File: src/rtl/fetch_queue_unit.sv
// Sequential instruction fetch with a single outstanding memory request and a
// PC-tagged instruction queue feeding decode; redirect flushes and restarts.
module fetch_queue_unit #(
  parameter int               XLEN        = 32,
  parameter logic [XLEN-1:0]  RESET_PC    = 32'h8000_0000,
  parameter int               QUEUE_DEPTH = 4,
  localparam int              CNT_W       = $clog2(QUEUE_DEPTH) + 1
) (
  input  logic             clk_i,
  input  logic             rst_i,
  input  logic             enable_i,
  input  logic             redirect_i,
  input  logic [XLEN-1:0]  redirect_pc_i,
  output logic             mem_req_o,
  output logic [XLEN-1:0]  mem_addr_o,
  input  logic             mem_gnt_i,
  input  logic             mem_rvalid_i,
  input  logic [31:0]      mem_rdata_i,
  output logic             dec_valid_o,
  output logic [31:0]      dec_instr_o,
  output logic [XLEN-1:0]  dec_pc_o,
  input  logic             dec_ready_i,
  output logic [CNT_W-1:0] queue_count_o,
  output logic             fetch_busy_o
);

  localparam int PTR_W = $clog2(QUEUE_DEPTH);

  typedef enum logic [2:0] {
    IDLE,
    REQ,
    WAIT_RESP,
    DROP_REQ,
    DROP_RESP
  } state_t;

  state_t            state_reg, state_next;
  logic [XLEN-1:0]   pc_reg;
  logic [XLEN-1:0]   req_pc_reg;
  logic [CNT_W-1:0]  count_reg;
  logic [PTR_W-1:0]  wr_ptr_reg, rd_ptr_reg;

  logic [31:0]       instr_mem [QUEUE_DEPTH];
  logic [XLEN-1:0]   pc_mem    [QUEUE_DEPTH];

  logic push, pop, has_room;

  assign has_room = (count_reg < CNT_W'(QUEUE_DEPTH));
  assign push     = (state_reg == WAIT_RESP) && mem_rvalid_i && !redirect_i;
  assign pop      = (count_reg != '0) && dec_ready_i && !redirect_i;

  always_comb begin
    state_next = state_reg;
    case (state_reg)
      IDLE: begin
        if (enable_i && !redirect_i && has_room) state_next = REQ;
      end
      REQ: begin
        if (redirect_i)     state_next = mem_gnt_i ? DROP_RESP : DROP_REQ;
        else if (mem_gnt_i) state_next = WAIT_RESP;
      end
      WAIT_RESP: begin
        if (mem_rvalid_i)    state_next = IDLE;
        else if (redirect_i) state_next = DROP_RESP;
      end
      DROP_REQ: begin
        if (mem_gnt_i) state_next = DROP_RESP;
      end
      DROP_RESP: begin
        if (mem_rvalid_i) state_next = IDLE;
      end
      default: state_next = IDLE;
    endcase
  end

  // req_pc_reg tracks pc while requesting, so it keeps the issued address
  // both for tagging the response and for holding a dropped request.
  always_ff @(posedge clk_i or posedge rst_i) begin
    if (rst_i) begin
      state_reg  <= IDLE;
      pc_reg     <= RESET_PC;
      req_pc_reg <= RESET_PC;
    end else begin
      state_reg <= state_next;
      if (state_reg == REQ) req_pc_reg <= pc_reg;
      if (redirect_i)
        pc_reg <= {redirect_pc_i[XLEN-1:2], 2'b00};
      else if (state_reg == REQ && mem_gnt_i)
        pc_reg <= pc_reg + XLEN'(4);
    end
  end

  always_ff @(posedge clk_i or posedge rst_i) begin
    if (rst_i) begin
      count_reg  <= '0;
      wr_ptr_reg <= '0;
      rd_ptr_reg <= '0;
    end else if (redirect_i) begin
      count_reg  <= '0;
      wr_ptr_reg <= '0;
      rd_ptr_reg <= '0;
    end else begin
      if (push) wr_ptr_reg <= wr_ptr_reg + PTR_W'(1);
      if (pop)  rd_ptr_reg <= rd_ptr_reg + PTR_W'(1);
      case ({push, pop})
        2'b10:   count_reg <= count_reg + CNT_W'(1);
        2'b01:   count_reg <= count_reg - CNT_W'(1);
        default: count_reg <= count_reg;
      endcase
    end
  end

  always_ff @(posedge clk_i) begin
    if (push) begin
      instr_mem[wr_ptr_reg] <= mem_rdata_i;
      pc_mem[wr_ptr_reg]    <= req_pc_reg;
    end
  end

  assign mem_req_o     = (state_reg == REQ) || (state_reg == DROP_REQ);
  assign mem_addr_o    = (state_reg == DROP_REQ) ? req_pc_reg : pc_reg;
  assign fetch_busy_o  = (state_reg != IDLE);
  assign queue_count_o = count_reg;
  assign dec_valid_o   = (count_reg != '0);
  // Gate the head so storage contents never leak out while the queue is empty.
  assign dec_instr_o   = dec_valid_o ? instr_mem[rd_ptr_reg] : 32'h0;
  assign dec_pc_o      = dec_valid_o ? pc_mem[rd_ptr_reg] : '0;

endmodule

File: config.mk
export PLATFORM = sky130hd
export DESIGN_NAME = fetch_queue_unit
export DESIGN_NICKNAME = d
export VERILOG_FILES = /design/src/rtl/fetch_queue_unit.sv
export SDC_FILE = /design/constraint.sdc
export NUM_CORES = 1
export LEC_CHECK = 0
export ABC_AREA = 0
export BUFFER_PORTS_ARGS = -buffer_cell sky130_fd_sc_hd__clkbuf_2
export CAP_MARGIN = 5
export CORE_MARGIN = 2
export CORE_UTILIZATION = 56
export CTS_CLUSTER_DIAMETER = 80
export DETAILED_ROUTE_END_ITERATION = 8
export GPL_TIMING_DRIVEN = 0
export PLACE_DENSITY_LB_ADDON = 0.25
export SYNTH_ARGS = -nofsm -noshare
export SYNTH_HDL_FRONTEND = slang
export SYNTH_SLANG_ARGS = --single-unit
export TNS_END_PERCENT = 50
File: constraint.sdc
create_clock -name clk_i -period 5.12 [get_ports clk_i]
set_clock_uncertainty 0.2 [all_clocks]
set_input_delay 0.256 -clock clk_i [delete_from_list [all_inputs] [get_ports clk_i]]
set_output_delay 0.256 -clock clk_i [all_outputs]
set_load 0.01 [all_outputs]
Yosys cells after proc, flatten, opt, wreduce, memory -nomap -nowiden

Memory sizes are Yosys's and may differ from the RTL's.
Cells that the tools add are included.

Register bits after elaboration: 74
RAM bits: 256
Input bits: 71
Output and inout port bits: 102
Logic and storage cells: 64
Memories: 2

Add/sub/neg operators: 5
$lt $le $gt $ge: 1
Eq/ne operators: 11
Mux-type cells: 22
Reductions and logical operators: 17

Memory list:

| name      | depth | width | read ports | clocked after memory_dff | wr ports | line | RTL |
|---|---|---|---|---|---|---|---|
| instr_mem | 4     | 32    | 1          | 0                        | 1        | 43   | `logic [31:0] instr_mem [QUEUE_DEPTH];` |
| pc_mem    | 4     | 32    | 1          | 0                        | 1        | 44   | `logic [XLEN-1:0] pc_mem [QUEUE_DEPTH];` |

Operators with widths:

| cell                  | count |
|---|---|
| $mux 32               | 5 |
| $add 32x3->32 const B | 1 |
| $mux 3                | 9 |
| $pmux 3 s5            | 1 |
| $reduce_bool 3->1     | 3 |
| $mux 2                | 4 |
| $logic_and 1x1->1     | 7 |
| $eq 3x2->1 const B    | 2 |
| $ne 2x2->1 const B    | 3 |
| $ne 3x3->1 const B    | 2 |
| $pmux 3 s2            | 1 |
| $reduce_bool 2->1     | 3 |
| $reduce_and 5->1      | 1 |
| $add 2x1->2 const B   | 2 |
| $add 3x1->3 const B   | 1 |
| $eq 3x1->1 const B    | 1 |
| $eq 3x3->1 const B    | 1 |
| $logic_not 3->1       | 1 |
| $lt 3x3->1 const B    | 1 |
| $sub 3x1->3 const B   | 1 |
| $eq 2x1->1 const B    | 1 |
| $eq 2x2->1 const B    | 1 |
| $mux 1                | 2 |
| $logic_not 1->1       | 1 |
| $logic_or 1x1->1      | 1 |

Logic depth before layout (Yosys ltp)

Gate-level depths: netlist (run 1).

Depth in word-level cells: 6
Mapped depth: 8
Gate-level depth less buffers: 6

Least setup slack after synthesis (run 1)

No wires, ideal clock.

Path kind: register to register
Start point: reg state_reg[0]
End point: mem instr_mem[0][0], enable pin
Setup time: 427 ps
Arrival: 2892 ps
Data required time: 4493 ps
Slack: 1601 ps
Stages on the path, launching flop included: 5
Path buffers: 2
Period minus slack after synthesis: 3519 ps
Cells stage by stage: dfrtp_1 -> clkbuf_1 -> nor4bb_1 -> clkbuf_1 -> and3_1

Longest elaborated chain between the ends: 5

RTL lines:

| what                            | line | RTL |
|---|---|---|
| from (decl)                     | 37   | `state_t state_reg, state_next;` |
| from (signal assigned)          | 84   | `state_reg <= state_next;` |
| $eq 3x2->1                      | 49   | `assign push = (state_reg == WAIT_RESP) && mem_rvalid_i && !redirect_i;` |
| $logic_and 1x1->1 (2 in series) | 49   |  |
| $mux 1                          | 114  | `if (push) begin` |
| $mux 1 (implied by the code)    | 115  | `instr_mem[wr_ptr_reg] <= mem_rdata_i;` |
| to (decl)                       | 43   |  |

Every way passes these cells.

Worst setup path after layout (run 1)

Start point: reg rd_ptr_reg[0]
End point: out dec_pc_o[26]

Longest elaborated chain between the ends: 2

RTL lines:

| what                   | line | RTL |
|---|---|---|
| from (decl)            | 41   | `logic [PTR_W-1:0] wr_ptr_reg, rd_ptr_reg;` |
| from (signal assigned) | 104  | `if (pop) rd_ptr_reg <= rd_ptr_reg + PTR_W'(1);` |
| $mem_v2 4x32           | --   |  |
| $mux 32                | 127  | `assign dec_pc_o = dec_valid_o ? pc_mem[rd_ptr_reg] : '0;` |
| to (decl)              | 21   | `output logic [XLEN-1:0] dec_pc_o,` |

Every way passes these cells.

==> results, run 1 <==
- The placement-stage worst setup slack is 2020 ps.
- The number of antenna violations at the first check in global routing is 0.
- The area occupied by multi-input gates is 0.00391 mm2.
- Once the clock tree was built, the setup fixing pass inserted 0 buffers.
- The peak fanout along the critical path is 10.
- The iteration-0 DRC count of the detailed router is 567.
- TritonCTS built the clock tree.
- The proportion of synthesized flip-flops having asynchronous set or reset is 0.220.
- The max-slew violation count is 0.
- The global-route congestion overflow total is 0.
- The count of maximum capacitance violations is 0.
- The die is 158 um wide.
- The core region is 0.0235 mm2.
- STA puts the critical path data arrival time at 3090 ps.
- Power spread over the standard cell area amounts to 467 mW/mm2.
- Summed over all layers, the routed wires come to 29,000 um.
- In the final routed layout, each cell accounts on average for 20.5 um.
- Of the cells placed in the final design, the portion with a size suffix greater than 1 is 0.334.
- The final core utilization is 0.705.
- For this run, the total global-route usage over all layers was measured as 0.235.
- After clock tree synthesis, the clock-pin slew on the worst setup and hold paths is 60 ps.
- In this run the static leakage power is 6.02 nW.
- The number of fill cells in the layout is 1,540.
- The instance count along the most critical hold path is 4.
- Of the available clock period, the critical path in the final layout requires 0.693.
- The number of synthesized flops with an enable pin is 248.
- The worst slack on hold paths is 50.2 ps.
- By startpoint and endpoint, the worst setup path is classified as reg -> out.
- The number of I/O pins is 173.
- The proportion of synthesized chip area in sequential cells is 0.689.
- The largest vdd supply drop is 0.244 mV.
- The flip-flop cell with the highest count after synthesis is sky130_fd_sc_hd__edfxtp_1.
- The worst min-delay path class is in -> reg.
- For this design, the sink count on the clock tree is 318.
- The flow ran to the end, and the final reports show no timing, DRC or antenna violations.
- The residual DRC count is 0.
- The height of the die is 158 um.
- The first detailed-routing pass took 5 iterations.
- Summing every instance area after synthesis gives 0.0134 mm2.
- The number of endpoints failing setup at the final stage is 0.
- The worst path meets setup with 1570 ps of slack.
- The category of the worst setup path capture point is an output pin.
- The number of failing hold endpoints at the final stage is 0.
- The final cell count without fillers is 1,412.
- CTS built an H-tree with a depth of 2.
- The maximum clock path buffer count is 3.
- The number of global-route vias before repair came to 7,948.
- The register bit count reported by yosys is 318.
- The number of buffers inserted by port buffering is 166.
- The post-detailed-placement half-perimeter wirelength is 17,900 um.
- The starting utilization of the core area is 0.569.
- The total number of yosys warnings is 0.
- The final route contains 8,014 vias.
- The actual slew at the worst max-slew pin is 894 ps.
- Timing would allow up to 0.282 GHz.
- The number of gates resized after CTS is 0.
- The number of buffers created by CTS is 34.
- The number of buffers inserted for hold repair after clock tree synthesis is 66.
- The post-route minimum period is 3550 ps.
- 0 antenna diodes ended up in the layout.
- The global-route wire length before repair is 44,200 um.
- For the worst-skew pair, the clock arrives at the later sink with an insertion delay of 500 ps.
- In this run the clock root is driven by a sky130_fd_sc_hd__clkbuf_16.
- Summing all flip-flop and latch instances after layout gives 0.00920 mm2.
- The worst register-to-register path has a depth of 7.
- The post-synthesis area per instance is 16.9 um2.
- The required time of the critical path is 4660 ps.
- The number of instances in the placed design is 1,284.
- The largest registers in the layout are instr_mem (128), pc_mem (120).
- instr_mem holds more flip-flops than any other register.
- From synthesis to final layout, the design area changed by 23.8%.
- The number of flip-flops under the largest register name is 128.
- The worst relative slew slack is 0.404.
- The number of cell rows is 56.
- Entering global routing, the biggest net connects 71 pins.
- The final cell area excluding filler cells is 0.0165 mm2.
- For the final routed database, the setup TNS stands at 0 ps.
- The layout net count is 1,144.
- The total power after layout is 7.73 mW.
- The count of unique library cells instantiated by Yosys is 52.
- The detailed-route vias per instance is 5.68.
- The routability-driven placement congestion ratio is 0.853.
- Setup repair after global routing left no endpoint under its margin.
- The startpoint type of the worst setup path is a register.
- The number of nets with antenna violations after detailed routing is 0.
- Synthesis produced 791 cells.
- After detailed placement, the total cell area comes to 0.0148 mm2.
- The die covers 0.0251 mm2.
## layout by cell type (no fill, tap or decap), types with 5 or more instances in the layout
cell	instances
sky130_fd_sc_hd__nor2_1	24
sky130_fd_sc_hd__mux2_2	61
sky130_fd_sc_hd__edfxtp_1	248
sky130_fd_sc_hd__mux4_2	62
sky130_fd_sc_hd__clkbuf_1	43
sky130_fd_sc_hd__and2_1	65
sky130_fd_sc_hd__nand4_1	14
sky130_fd_sc_hd__clkinv_1	7
sky130_fd_sc_hd__or4_1	15
sky130_fd_sc_hd__nand2_1	28
sky130_fd_sc_hd__a31oi_1	9
sky130_fd_sc_hd__clkbuf_16	37
sky130_fd_sc_hd__nand3_1	18
sky130_fd_sc_hd__and3_1	5
sky130_fd_sc_hd__buf_2	6
sky130_fd_sc_hd__o21ai_0	16
sky130_fd_sc_hd__ha_1	5
sky130_fd_sc_hd__xnor2_1	9
sky130_fd_sc_hd__clkbuf_2	167
sky130_fd_sc_hd__xor2_1	5
sky130_fd_sc_hd__buf_16	5
sky130_fd_sc_hd__inv_1	8
sky130_fd_sc_hd__dfrtp_1	68
sky130_fd_sc_hd__nor3_1	9
sky130_fd_sc_hd__o31ai_1	9
sky130_fd_sc_hd__dlygate4sd3_1	66
## kinds of logic after synthesis
kind of cell,count (synthesis),share of synthesized area
DFF,318,0.689
xor gates and xnor gates,14,0.00918
and+or+nand+nor,210,0.0900
AOI/OAI and AO/OA,53,0.0262
adders and majority gates,6,0.00618
muxes,126,0.158
other,1,0.000281
buffers and inverters,63,0.0212
## worst paths after layout
path                       slack, ps                      endpoint                       start
setup reg to reg                2040  queue_count_o[2]$_DFFE_PP0P_    state_reg[0]$_DFFE_PP0P_
hold reg to reg                  340       pc_mem[3][25]$_DFFE_PP_  req_pc_reg[25]$_DFFE_PP0P_
max in group asynchronous       4190        pc_reg[31]$_DFFE_PP1N_                       rst_i
setup / recovery                1570                  dec_pc_o[26]   rd_ptr_reg[0]$_DFFE_PP0P_
min in group asynchronous        170         pc_reg[4]$_DFFE_PP0N_                       rst_i
hold / removal                    50        pc_reg[30]$_DFFE_PP0N_                  redirect_i
## critical path, cell delays in order, from the launching register on
cell and delay (ps):
sky130_fd_sc_hd__dfrtp_1 330, sky130_fd_sc_hd__clkbuf_1 580, sky130_fd_sc_hd__buf_1 740, sky130_fd_sc_hd__mux4_2 640
sky130_fd_sc_hd__and2_1 180, sky130_fd_sc_hd__clkbuf_2 120
## final cells by class
type,instances,area share
buffer,53,0.0148
clock buffer,48,0.0603
clock inverter,14,0.00726
inverter,10,0.00242
multi-input combinational,413,0.236
sequential,318,0.556
tap,319,0.0241
timing repair buffer,237,0.0985
## cell usage after synthesis, types with 6 or more instances
cell type                  instances  area share
sky130_fd_sc_hd__a31oi_1           9      0.0042
sky130_fd_sc_hd__and2_1           65       0.030
sky130_fd_sc_hd__and3_1            9      0.0042
sky130_fd_sc_hd__buf_2             6      0.0022
sky130_fd_sc_hd__clkbuf_1         35      0.0098
sky130_fd_sc_hd__dfrtp_1          68        0.13
sky130_fd_sc_hd__edfxtp_1        248        0.56
sky130_fd_sc_hd__inv_1             9      0.0025
sky130_fd_sc_hd__mux2_2           61       0.051
sky130_fd_sc_hd__mux4_2           62        0.10
sky130_fd_sc_hd__nand2_1          28      0.0079
sky130_fd_sc_hd__nand3_1          18      0.0067
sky130_fd_sc_hd__nand4_1          14      0.0066
sky130_fd_sc_hd__nor2_1           24      0.0067
sky130_fd_sc_hd__nor3_1            9      0.0034
sky130_fd_sc_hd__o21ai_0          16      0.0060
sky130_fd_sc_hd__o31ai_1           9      0.0051
sky130_fd_sc_hd__or4_1            15      0.0084
sky130_fd_sc_hd__xnor2_1           9      0.0059
## per-layer routing
metal  share of wire  global-route usage  routed length (um)  up-vias
met2            0.49               0.383               14100      332
met4           0.027              0.0764                 769        0
met5               0                   0                   0        -
met1            0.42               0.328               12100     3991
met3           0.066              0.0395                1920       55
li1                -                   -                   -     3636
## power by group
part           total [mW]  leakage (nW)  switching [mW]  internal, mW
clock                2.41         0.549           0.952          1.46
combinational        1.93          2.40           0.993         0.938
sequential           3.39          3.08           0.253          3.13
total                7.73          6.02            2.20          5.53
(Power assumes the default switching activity.)
==> run 2, diff against run 1 <==
clock period = 3.4 ns   (was 5.12 ns; I/O delays follow)
==> results, run 2 (synthesized netlist as in run 1, its figures left out) <==
- The most numerous cell on the critical path is sky130_fd_sc_hd__clkbuf_1.
- The smallest setup slack after layout is 235 ps (-1340 ps).
- TritonCTS built the clock tree.
- The sink count of the clock tree is 318 (unchanged).
- The number of antenna violations at the first check in global routing is 0 (unchanged).
- The detailed-route wire length was 28,900 um (-0.18%).
- The post-route minimum period is 3160 ps.
- The number of global-route vias before repair is 8,047 (+1.2%).
- The number of flip-flops under the largest register name was 128 (unchanged).
- The highest metal layer with signal wires is met4.
- The average detailed-routed wire length per instance is 20.4 um (-0.46%).
- The worst setup path is captured at a register.
- The clock insertion delay at the later pin of the skew report is 550 ps (+50 ps).
- The number of fill cells in the layout is 1,548 (+0.52%).
- The routability-driven placement congestion ratio came to 0.818 (-4.1%).
- The height of the die came to 158 um (unchanged).
- The pin count of the biggest net entering global routing is 70 (-1.4%).
- The number of nets with antenna violations after detailed routing is 0 (unchanged).
- The power density relative to cell area is 704 mW/mm2 (+51%).
- The storage element area is 0.00920 mm2 (unchanged).
- The global-route wire length before repair is 44,400 um (+0.45%).
- The starting utilization of the core area is 0.569 (unchanged).
- The run finished with clean final reports.
- The total via count in the routed design is 8,069 (+0.69%).
- The max-slew violation count is 0 (unchanged).
- The library cell used most frequently in the layout, excluding fill and tap cells, is sky130_fd_sc_hd__edfxtp_1.
- The data arrival time of the critical path is 3190 ps (+100 ps).
- The number of antenna diodes came to 0 (unchanged).
- The count of buffer and inverter cells on the critical path came to 3 (unchanged).
- In the layout the commonest cells are sky130_fd_sc_hd__edfxtp_1, sky130_fd_sc_hd__clkbuf_2, sky130_fd_sc_hd__dlygate4sd3_1.
- The total die area is 0.0251 mm2 (unchanged).
- The area occupied by multi-input gates is 0.00391 mm2 (unchanged).
- The iteration-0 DRC count of the detailed router is 638 (+13%).
- The biggest cell delay along the critical path is 670 ps (-70 ps).
- The residual DRC count was 0 (unchanged).
- The first-pass detailed-route iteration total is 5 (unchanged).
- The gate family responsible for the most delay along the worst path is simple AND/OR/NAND/NOR gates.
- The number of I/O pins is 173 (unchanged).
- The wire length on met3 came to 1830 um (-4.9%).
- The peak fanout along the critical path is 32 (+22).
- The worst reg-to-reg setup slack is 240 ps (-1800 ps).
- The register bank with the most flops is instr_mem.
- The layout net count is 1,150 (+0.52%).
- The count of maximum capacitance violations is 0 (unchanged).
- Walking the worst path, the cells encountered are clkbuf_1, nor4bb_1, clkbuf_1, and3_4, buf_12.
- The share of layout cells above drive strength 1 is 0.336 (+0.00243).
- The required time of the critical path is 3430 ps (-1230 ps).
- The root buffer cell is sky130_fd_sc_hd__clkbuf_16.
- Setup repair after global routing left no endpoint under its margin.
- The post-synthesis to final-layout area growth is 24.4%.
- The post-route met1 wirelength is 12,100 um (-0.30%).
- The slowest stage of the critical path belongs to the cell sky130_fd_sc_hd__nor4bb_1.
- The register clock-pin slew on the reported worst setup and hold paths was 70 ps (about the same).
- The maximum clock rate is 0.316 GHz.
- The number of failing hold endpoints at the final stage was 0 (unchanged).
- The placement-stage worst setup slack was 194 ps (-1830 ps).
- The actual slew at the worst max-slew pin is 847 ps (-46.7 ps).
- In the final layout, the registers with the most flip-flops are instr_mem (128), pc_mem (120).
- The maximum clock path buffer count is 3 (unchanged).
- The post-CTS setup-driven buffer insertion count is 0 (unchanged).
- The number of endpoints failing setup at the final stage is 0 (unchanged).
- The worst min-delay path class is in -> reg.
- The global-route congestion overflow total came to 0 (unchanged).
- The largest vdd supply drop is 0.518 mV (+110%).
- The static leakage power is 6.05 nW (+0.46%).
- The total number of H-tree levels is 1 (-1).
- The post-detailed-placement half-perimeter wirelength is 18,100 um (+0.90%).
- The category of the most critical setup path is reg -> reg.
- The overall die width was 158 um (unchanged).
- The number of buffers inserted by port buffering is 166 (unchanged).
- The post-route clock period utilization is 0.931.
- The worst slack on hold paths is 61.1 ps (+10.9 ps).
- The number of buffers created by CTS is 31 (-8.8%).
- The overall track demand over capacity in global routing is 0.234 (-0.000786).
- The startpoint type of the worst setup path is a register.
- The worst relative slew slack came to 0.435 (+0.0312).
- The met2 wire length is 14,200 um (+0.85%).
- The detailed-route vias per instance came to 5.70 (+0.40%).
- The core outline area is 0.0235 mm2 (unchanged).
- The number of cell rows is 56 (unchanged).
## run 2: cell count changes in the layout (fill, tap and decap cells not counted), sizes merged
cell           previous run  this run
clkbuf                  250       237
clkinvlp                  0         3
bufinv                    2         8
clkdlybuf4s15             0         1
buf                      22        20
dlygate4sd3              66        75
## run 2: cell type report
cell class	count	area share
Multi-Input combinational cell	413	0.235
Tap cell	319	0.0240
Clock inverter	23	0.0195
Inverter	10	0.00241
Buffer	53	0.0154
Timing Repair Buffer	246	0.103
Clock buffer	34	0.0474
Sequential cell	318	0.554
## run 2: path summary, 6_finish.rpt
path                                                  from                   endpoint  depth (start not counted)
worst min-delay path                              enable_i   state_reg[2]$_DFFE_PP0P_                          5
worst max-delay path              state_reg[0]$_DFFE_PP0P_    pc_mem[0][28]$_DFFE_PP_                          5
min in group asynchronous                            rst_i  rd_ptr_reg[1]$_DFFE_PP0P_                          4
max in group asynchronous                            rst_i     pc_reg[31]$_DFFE_PP1N_                          5
worst min register to register  req_pc_reg[22]$_DFFE_PP0P_    pc_mem[3][22]$_DFFE_PP_                          0
worst max register to register    state_reg[0]$_DFFE_PP0P_    pc_mem[0][28]$_DFFE_PP_                          5
## run 2: worst reg2reg max path, cell delays in order, from the launching register on
cell and delay [ps]:
sky130_fd_sc_hd__dfrtp_1 410, sky130_fd_sc_hd__clkbuf_1 220, sky130_fd_sc_hd__nor4bb_1 670, sky130_fd_sc_hd__clkbuf_1 410
sky130_fd_sc_hd__and3_4 610, sky130_fd_sc_hd__buf_12 320
## run 2: what timing repair did
action / in CTS / in global routing
resized for setup: 2 / 4
hold endpoints to repair: 234 / 0
hold buffers: 75 / 0
endpoints found under the setup margin: 18 / 14
## run 2: per-layer routing
layer / GRT usage / up-vias
met5: 0 / -
met2: 0.391 / 303
met1: 0.327 / 4050
met4: 0.0682 / 0
li1: - / 3662
met3: 0.0321 / 54
## run 2: power breakdown
group,internal [mW],switching (mW),leakage [nW]
registers,4.72,0.373,3.08
logic,1.43,1.48,2.44
clock network,2.27,1.42,0.535
total,8.42,3.28,6.05
## run 2: metrics by stage
stage / cells / TNS [ps] / util / instance area (um2) / total power, mW
after floorplan: 794 / 0 / - / 13400 / 6.93
after global placement: 1279 / -88710 / 0.622 / 14600 / 7.94
after detailed placement: 1284 / 0 / 0.628 / 14700 / 8.01
after CTS: 1416 / -257 / 0.708 / 16600 / 11.8
after global routing: 1416 / 0 / 0.708 / 16600 / 12.2
final: 1416 / 0 / 0.708 / 16600 / 11.7
==> run 3, diff against run 2 <==
CORE_MARGIN = unset   (was 2)
clock period = 3.29 ns   (was 3.4 ns; I/O delays follow)
==> results, run 3 (synthesized netlist as in run 1, its figures left out) <==
- The global-route wire length before repair is 44,600 um (+0.50%).
- The data arrival time of the critical path is 2740 ps (-450 ps).
- The number of flip-flops under the largest register name came to 128 (unchanged).
- The worst reg-to-reg setup slack came to 230 ps (about the same).
- The CTS tree is done.
- The total via count in the routed design is 8,054 (-0.19%).
- The number of buffers inserted by port buffering is 166 (unchanged).
- The maximum clock path buffer count was 3 (unchanged).
- The total number of H-tree levels came to 2 (+1).
- The largest vdd supply drop was 0.471 mV (-9.1%).
- The total die area came to 0.0245 mm2 (-2.5%).
- The root buffer cell is sky130_fd_sc_hd__clkbuf_16.
- The worst path in the final design needs a cycle of 3100 ps, including I/O delays and setup.
- The area after detailed placement is 0.0147 mm2 (about the same).
- The average detailed-routed wire length per instance is 20.4 um (-0.10%).
- The count of maximum capacitance violations is 0 (unchanged).
- The clock insertion delay at the later pin of the skew report came to 510 ps (-40 ps).
- The cell depth of the worst flop-to-flop path is 7 (+2).
- The register clock-pin slew on the reported worst setup and hold paths was 60 ps (about the same).
- The final cell area excluding filler cells is 0.0167 mm2 (+0.26%).
- The iteration-0 DRC count of the detailed router is 650 (+1.9%).
- The required time of the critical path is 2930 ps (-500 ps).
- The startpoint type of the worst setup path is a register.
- Setup repair after global routing left no endpoint under its margin.
- The most critical setup path has its startpoint at state_reg[2]$_DFFE_PP0P_.
- From synthesis to final layout, the design area changed by 24.7%.
- The post-detailed-placement half-perimeter wirelength is 17,800 um (-1.5%).
- In the layout the commonest cells are sky130_fd_sc_hd__edfxtp_1, sky130_fd_sc_hd__clkbuf_2, sky130_fd_sc_hd__dlygate4sd3_1.
- The post-route clock period utilization is 0.943.
- The core outline area was 0.0234 mm2 (-0.30%).
- The number of antenna diodes came to 0 (unchanged).
- The worst relative slew slack is 0.345 (-0.0896).
- The number of instances in the placed design was 1,283 (-0.078%).
- The number of cell rows is 56 (unchanged).
- The largest registers in the layout are instr_mem (128), pc_mem (120).
- The final cell count without fillers is 1,418 (+0.14%).
- The starting utilization of the core area is 0.571 (+0.00170).
- The flow ran to the end, and the final reports show no timing, DRC or antenna violations.
- The met2 wire length came to 14,400 um (+1.4%).
- The layout net count is 1,151 (+0.087%).
- The actual slew at the worst max-slew pin came to 982 ps (+134 ps).
- The number of global-route vias before repair was 8,042 (-0.062%).
- The sink count of the clock tree was 318 (unchanged).
- The worst slack on hold paths is 87.3 ps (+26.1 ps).
- The power density relative to cell area is 733 mW/mm2 (+4.1%).
- The number of I/O pins is 173 (unchanged).
- The number of failing hold endpoints at the final stage is 0 (unchanged).
- The instance count along the most critical hold path was 4 (-1).
- The number of antenna violations at the first check in global routing came to 0 (unchanged).
- The setup TNS is 0 ps (unchanged).
- The post-route met1 wirelength came to 12,000 um (-0.92%).
- The overall die width is 156 um (-1.3%).
- The routability-driven placement congestion ratio was 0.866 (+5.9%).
- The max-slew violation count is 0 (unchanged).
- The number of endpoints failing setup at the final stage is 0 (unchanged).
- The category of the most critical setup path is reg -> out.
- The share of layout cells above drive strength 1 is 0.334 (-0.00243).
- The number of buffers created by CTS came to 34 (+9.7%).
- The destination of the worst register-to-register timing path is pc_reg[30]$_DFFE_PP0N_.
- The detailed-route wire length is 28,900 um (about the same).
- The post-CTS setup-driven buffer insertion count is 0 (unchanged).
- The final core utilization is 0.712 (+0.00399).
- The hold path endpoint is state_reg[2]$_DFFE_PP0P_.
- The first-pass detailed-route iteration total is 5 (unchanged).
- The category of the worst setup path capture point is an output pin.
- In this run the critical register-to-register path is launched from pc_reg[2]$_DFFE_PP0N_.
- The detailed-route vias per instance is 5.68 (-0.33%).
- The static leakage power was 6.07 nW (+0.30%).
- In this run the top signal layer used is met4.
- Derived from the worst setup path, the maximum achievable clock frequency is 0.322 GHz.
- The height of the die came to 156 um (-1.3%).
- The global-route congestion overflow total is 0 (unchanged).
- The worst min-delay path class is in -> reg.
- The number of nets with antenna violations after detailed routing is 0 (unchanged).
- The launch point of the worst hold path is redirect_i.
- The residual DRC count was 0 (unchanged).
- The wire length on met3 came to 1700 um (-7.1%).
- The peak fanout along the critical path is 10 (-69%).
- Leaving out fill and tap cells, the most frequent cell in the layout is sky130_fd_sc_hd__edfxtp_1.
- The pin count of the biggest net entering global routing is 71 (+1.4%).
- The register bank with the most flops is instr_mem.
- The overall track demand over capacity in global routing came to 0.245 (+0.0107).
==> run 3: cell types whose count changed in the layout (fill, tap and decap cells not counted), moves of 2 or more <==
cell	change
sky130_fd_sc_hd__clkbuf_2	-2
sky130_fd_sc_hd__clkinv_1	-2
sky130_fd_sc_hd__clkbuf_1	+6
sky130_fd_sc_hd__buf_12	-2
sky130_fd_sc_hd__clkinvlp_4	-2
sky130_fd_sc_hd__clkbuf_16	+7
sky130_fd_sc_hd__bufinv_16	-4
==> run 3: layer usage <==
metal | track usage | vias to the layer above
met1 | 0.327 | 4047
met5 | 0 | -
met3 | 0.0396 | 48
met4 | 0.0896 | 0
met2 | 0.409 | 307
li1 | - | 3652
==> run 3: area by class of cell <==
class                      count  area (um2)
fill                        1546        6740
inverter                      10        40.0
buffer                        52         256
sequential                   318        9200
clock buffer                  48         998
timing repair buffer         245        1690
tap                          319         399
clock inverter                13         168
multi-input combinational    413        3910
==> run 3: how the worst max path moves through the flow <==
stage                                    to  slack (ps)
2_1_floorplan     instr_mem[0][0]$_DFFE_PP_         450
3_3_place_gp     instr_mem[0][28]$_DFFE_PP_        -420
3_5_place_dp     instr_mem[0][24]$_DFFE_PP_         290
4_1_cts                        dec_pc_o[30]           1
5_1_grt        queue_count_o[2]$_DFFE_PP0P_          40
6_report                     mem_addr_o[21]         190
==> run 3: worst max-delay path, cell delays in order, from the launching register on <==
cell                       delay [ps]
sky130_fd_sc_hd__dfrtp_1          390
sky130_fd_sc_hd__clkbuf_1         370
sky130_fd_sc_hd__nand3b_1         280
sky130_fd_sc_hd__clkbuf_1         610
sky130_fd_sc_hd__mux2_2           440
sky130_fd_sc_hd__clkbuf_2         140
==> run 3: where the power goes <==
| group | switching, mW | total, mW | internal [mW] |
|---|---|---|---|
| sequential | 0.416 | 5.29 | 4.87 |
| clock | 1.48 | 3.91 | 2.43 |
| combinational | 1.53 | 3.01 | 1.48 |
==> run 3: repair_timing <==
action                                 in CTS  in global routing
hold buffers                               75                  0
resized for setup                           4                  0
endpoints found under the hold margin     230                  0
setup endpoints to repair                  18                 45
==> run 3: per-stage QoR <==
step | total power, mW | setup slack, ps
floorplan | 7.16 | 451
finish | 12.2 | 186
detailed placement | 8.30 | 292
global placement | 8.22 | -421
global route | 12.8 | 36.5
CTS | 12.3 | 1.22
